<file path="src/rtl/demux4_frame.sv">
// Receive side of the ALU 4:1 operand/result mux: collects a 4-beat, SOF-framed
// stream into four channel registers and presents them with a valid/ready handshake.
module demux4_frame #(
  parameter int WIDTH = 4
) (
  input  logic             clk,
  input  logic             rst,
  input  logic             in_valid,
  input  logic             in_sof,
  input  logic [WIDTH-1:0] in_data,
  output logic             in_ready,
  input  logic             out_ready,
  output logic             frame_valid,
  output logic [WIDTH-1:0] Q0,
  output logic [WIDTH-1:0] Q1,
  output logic [WIDTH-1:0] Q2,
  output logic [WIDTH-1:0] Q3,
  output logic             frame_err,
  input  logic             clr_err
);

  typedef enum logic {IDLE, RECV} state_t;

  state_t           state;
  logic [1:0]       cnt;
  logic [WIDTH-1:0] stage0, stage1, stage2;
  logic             accept, complete, err_set;

  // Only the frame-completing beat can stall, and only while an unconsumed
  // frame would be overwritten; depends on out_ready but never on in_valid.
  assign in_ready = ~((state == RECV) && (cnt == 2'd3) && frame_valid && !out_ready);
  assign accept   = in_valid && in_ready;
  assign complete = accept && (state == RECV) && !in_sof && (cnt == 2'd3);
  assign err_set  = accept && (((state == IDLE) && !in_sof) || ((state == RECV) && in_sof));

  // NOTE: all state is registered with non-blocking assignments so every
  // register samples pre-edge values; blocking here would chain updates.
  always_ff @(posedge clk or posedge rst) begin
    if (rst) begin
      state       <= IDLE;
      cnt         <= 2'd0;
      stage0      <= '0;
      stage1      <= '0;
      stage2      <= '0;
      Q0          <= '0;
      Q1          <= '0;
      Q2          <= '0;
      Q3          <= '0;
      frame_valid <= 1'b0;
      frame_err   <= 1'b0;
    end else begin
      if (accept) begin
        if (in_sof) begin
          // A new SOF always restarts at channel 0, aborting any partial frame.
          stage0 <= in_data;
          cnt    <= 2'd1;
          state  <= RECV;
        end else if (state == RECV) begin
          case (cnt)
            2'd1: begin
              stage1 <= in_data;
              cnt    <= 2'd2;
            end
            2'd2: begin
              stage2 <= in_data;
              cnt    <= 2'd3;
            end
            default: begin
              cnt   <= 2'd0;
              state <= IDLE;
            end
          endcase
        end
      end

      if (complete) begin
        Q0          <= stage0;
        Q1          <= stage1;
        Q2          <= stage2;
        Q3          <= in_data;
        frame_valid <= 1'b1;
      end else if (out_ready) begin
        frame_valid <= 1'b0;
      end

      if (err_set) begin
        frame_err <= 1'b1;
      end else if (clr_err) begin
        frame_err <= 1'b0;
      end
    end
  end

endmodule

</file>
<file path="config.mk">
export PLATFORM = sky130hd
export DESIGN_NAME = demux4_frame
export DESIGN_NICKNAME = d
export VERILOG_FILES = /design/src/rtl/demux4_frame.sv
export SDC_FILE = /design/constraint.sdc
export NUM_CORES = 1
export LEC_CHECK = 0
export CAP_MARGIN = 15
export CORE_UTILIZATION = 45
export DETAILED_ROUTE_END_ITERATION = 12
export GPL_TIMING_DRIVEN = 0
export PLACE_DENSITY = 0.71
export SYNTH_ARGS = -nofsm -noshare
export SYNTH_HDL_FRONTEND = slang
export SYNTH_SLANG_ARGS = --single-unit
</file>
<file path="constraint.sdc">
create_clock -name clk -period 2.2 [get_ports clk]
set_clock_uncertainty 0.2 [all_clocks]
set_input_delay 0.44 -clock clk [delete_from_list [all_inputs] [get_ports clk]]
set_output_delay 0.44 -clock clk [all_outputs]
set_load 0.03 [all_outputs]
</file>
# == After elaboration in Yosys (flattened, before gate mapping) ==
# Index checks and enable logic that the tools add are counted.
# classes
n_bitwise,3
eq_ne,3
mux,10
n_reduce_logical,21
# op_table
cell,n
1-bit logical AND,10
4-bit AND reduction,2
1-bit two-way mux,7
2-bit nonzero test,3
"2-bit equality test, second input constant",2
2-bit two-way mux,2
2-bit one-hot mux with 2 select lines,1
2-bit AND reduction,2
1-bit inverter,3
"2-bit by 1-bit equality test with 1-bit output, second input constant",1
1-bit logical NOT,2
2-bit OR reduction,1
1-bit logical OR,1
# word_totals
in_bits,10
ff_bits,33
wordCells,48
output_inout_bits,19

# == Depth between registers and ports, before layout ==
# depth
depth_word,10
mapped_depth,5
mapped_depth_nobuf,4

# == Worst setup path before layout ==
# No wires, ideal clock.
# synth_path
path_type,flip-flop to flip-flop
startpoint,register frame_valid
endpoint,register stage0[0]
stages_incl_launch_ff,5
path_buffers,1
required_time_ns,1.875
arrival_ns,1.518
path_slack_ns,0.357
setup_ns,0.125
path_cell_list,dfrtp_1 nand4b_4 and3_4 buf_6 mux2_4
# synth_between
elab_chain_len,5
# synth_lines
element,line_no,text
start: declaration,13,"output logic frame_valid,"
start signal: assignment,49,frame_valid <= 1'b0;
start signal: assignment,81,frame_valid <= 1'b1;
start signal: assignment,83,frame_valid <= 1'b0;
1-bit logical AND (2 in series),31,assign in_ready = ~((state == RECV) && (cnt == 2'd3) && frame_valid && !out_ready);
1-bit inverter,31,
net in_ready,11,"output logic in_ready,"
1-bit logical AND,32,assign accept = in_valid && in_ready;
2-bit AND reduction (no source line),n/a,
end signal: assignment,55,stage0 <= in_data;
end: declaration,26,"logic [WIDTH-1:0] stage0, stage1, stage2;"
# The timed path passes the listed nets, and every way through them passes these cells.
# A chain may end at the register's enable or synchronous reset.

# == Final worst setup path ==
# layout_path
startpoint,register cnt[1]
endpoint,output port in_ready
# layout_between
elab_chain_len,5
# layout_lines
element,line_no,text
start: declaration,25,logic [1:0] cnt;
start signal: assignment,41,cnt <= 2'd0;
start signal: assignment,56,cnt <= 2'd1;
start signal: assignment,62,cnt <= 2'd2;
2-bit equality test,31,
1-bit logical AND (3 in series),31,
1-bit inverter,31,
end: declaration,11,
# Every way passes these cells.

==> metrics.md <==
| Metric | Value |
|---|---|
| Status | `complete, no violations` |
| Starting density of the core | `0.480` |
| Commonest non-fill, non-tap cell in the layout | `dfrtp_1` |
| Worst-path clk slew | `90 ps` |
| Final Routed Wirelength | `2490 um` |
| Routability cong. | `0.782` |
| CP Max Fanout | `7` |
| Syn Nets | `108` |
| Vias in the first global route | `864` |
| Nets@finish | `144` |
| Max incr delay on CP | `430 ps` |
| Hold WS | `209 ps` |
| Crit share post-route | `0.954` |
| Slowest CP cell | `dfrtp_1` |
| Hold_buf cts | `0` |
| Req. time, crit path | `1560 ps` |
| Clock Path Buffers | `2` |
| Yosys top cell area share | `0.558` |
| Max_cap viols | `0` |
| Initial antenna violation count | `0` |
| Hold Crit Class | `input port to async pin` |
| Setup CP Type | `register to primary output` |
| Fin worst setup slack | `101 ps` |
| Worst R2R Setup Slack | `250 ps` |
| IO buf count | `28` |
| Worst r2r src | `cnt[1]` |
| DPL Wire Length | `1890 um` |
| Share of post-route cells with drive strength above 1 | `0.352` |
| Mapped cell area | `1480 sq um` |
| Final Slew Violations | `0` |
| WP data arrival | `1460 ps` |
| Die Ht | `59.3 um` |
| Final setup violation count | `0` |
| Leakage | `0.901 nW` |
| Finished Core Util | `0.617` |
| # H-tree levels | `2` |
| First-pass GRT wire length | `4150 um` |
| Initial DRT Pass Iterations | `3` |
| CTS tree | `yes` |
| Via count | `825` |
| Critical path launch point type | `register` |
| Largest net degree at the start of global routing | `26` |
| Placed cell count | `165` |
| WL/cell | `14.5 um` |
| DP Worst Slack | `-230 ps` |
| Total grt overflow | `0` |
| Min Tclk post-route | `2100 ps` |
| PwrDens | `1240 nW/um^2` |
| Via density per instance | `4.80` |
| Worst-Skew Late Latency | `330 ps` |
| Layout area overhead | `28.4%` |
| Sum Neg Setup Slack | `0 ps` |
| Library cells used by synthesis | `21` |
| Syn_area_per_cell | `16.1 sq um` |
| GR Util All Layers | `0.168` |
| DRC viols | `0` |
| Yosys top cell by area | `dfrtp_1` |
| Core area | `3080 sq um` |
| Finished Layout Cells | `172` |
| Most frequent cells in the layout | `dfrtp_1, clkdlybuf4s50_1, mux2_2` |
| Clock sink count | `33` |
| CP Launch Point | `cnt[1]` |
| Dominant cells by area after synthesis | `dfrtp_1, mux2_4, mux2_2` |
| 1st-iter DRT viols | `23` |
| DRT antenna net count | `0` |
| Fmax | `476 MHz` |
| Crit. End Element | `primary output` |
| Slew @ Worst Pin | `450 ps` |
| Yosys reg bits | `33` |
| Setup bufs post-CTS | `0` |
| Cells after synthesis | `92` |
| RSZ-0062 raised after global routing | `no` |
| Crit-path cells | `ha_2 > nand4b_4 > clkdlybuf4s15_2` |
| Root buffer cell | `clkbuf_4` |
| Num rows | `20` |
| Worst vdd ir | `0.682 mV` |
| Register area share after synthesis | `0.558` |
| DIE WIDTH | `59.3 um` |
| I/O pin total | `29` |
| Max transition margin | `0.700` |
| Hold Vio Cnt, Final | `0` |
| DIE AREA | `3520 sq um` |
| ANT cells | `0` |
| CTS Buf Count | `5` |
| Syn. warnings | `0` |
-- worst max-delay path: cells and delay by family (launching register included) --
family / cells / cell delay [ps]
flops: 1 / 430
buf+inv: 1 / 310
fa+ha+maj: 1 / 250
simple gates: 1 / 140
-- final timing paths --
| path | depth (start not counted) | to |
|---|---|---|
| setup reg to reg | 5 | Q3[2] |
| setup / recovery | 3 | in_ready |
| hold / removal | 2 | stage1[3] |
| max in group asynchronous | 3 | frame_valid |
| min in group clk | 1 | stage1[1] |
| hold reg to reg | 1 | stage1[1] |
-- metal layers --
layer / global-route usage / up-vias / routed length [um]
li1: - / 396 / -
met1: 0.202 / 406 / 1060
met2: 0.266 / 16 / 1290
met3: 0.0524 / 7 / 80
met4: 0.0918 / 0 / 57
met5: 0 / - / 0
-- sequential cells by signal (all words and copies together) (netlist names) --
| register | flops |
|---|---|
| stage2 | 4 |
| Q2 | 4 |
| cnt | 2 |
| Q0 | 4 |
| Q3 | 4 |
| stage1 | 4 |
| frame_valid | 1 |
| state | 1 |
| frame_err | 1 |
| stage0 | 4 |
| Q1 | 4 |
-- area by class of cell --
class	instances	area (sq um)
Inverter	7	26.3
Buffer	2	31.3
Fill cell	260	1180
Timing Repair Buffer	29	308
Sequential cell	33	826
Clock buffer	7	55.1
Tap cell	44	55.1
Multi-Input combinational cell	50	598
-- cells by family (layout without fill, tap and decap cells) --
logic type | Yosys count | in the layout | share of synthesized area
adders and majority gates | 6 | 6 | 0.0508
buffers and inverters | 9 | 45 | 0.0389
AOI/OAI and AO/OA | 4 | 4 | 0.0262
DFF | 33 | 33 | 0.558
and+or+nand+nor | 10 | 10 | 0.0651
muxes | 30 | 30 | 0.261
-- per-stage QoR --
step	cell area [sq um]	total power (W)
3_3_place_gp	1810	0.00201
3_5_place_dp	1840	0.00205
4_1_cts	1900	0.00239
5_1_grt	1900	0.00250
2_1_floorplan	1480	0.00165
6_report	1900	0.00236
-- Yosys cell counts --
library cell,n
buf_12,1
buf_6,1
mux2_2,14
nand2_1,1
a21o_2,1
a21o_1,1
nor2_1,2
o22ai_1,1
nand4b_2,1
and4_4,2
inv_1,7
nand4b_4,1
ha_1,6
and3_4,1
dfrtp_1,33
nand3_1,1
a21oi_4,1
mux2i_1,1
mux2_4,13
nand3b_1,1
mux2_1,2
-- where the power goes --
group | internal (W) | switching (W) | total, W | leakage [nW]
Clock | 0.000151 | 0.000181 | 0.000332 | 0.0314
Combinational | 0.000532 | 0.000491 | 0.00102 | 0.456
Sequential | 0.000850 | 0.000157 | 0.00101 | 0.414
Total | 0.00153 | 0.000829 | 0.00236 | 0.901
-- repair_timing --
item,in CTS,in global routing
gates resized for setup,4,1
setup endpoints to repair,2,1
gates cloned,0,0
pin swaps,0,0
Power figures use the tool's default switching activity.
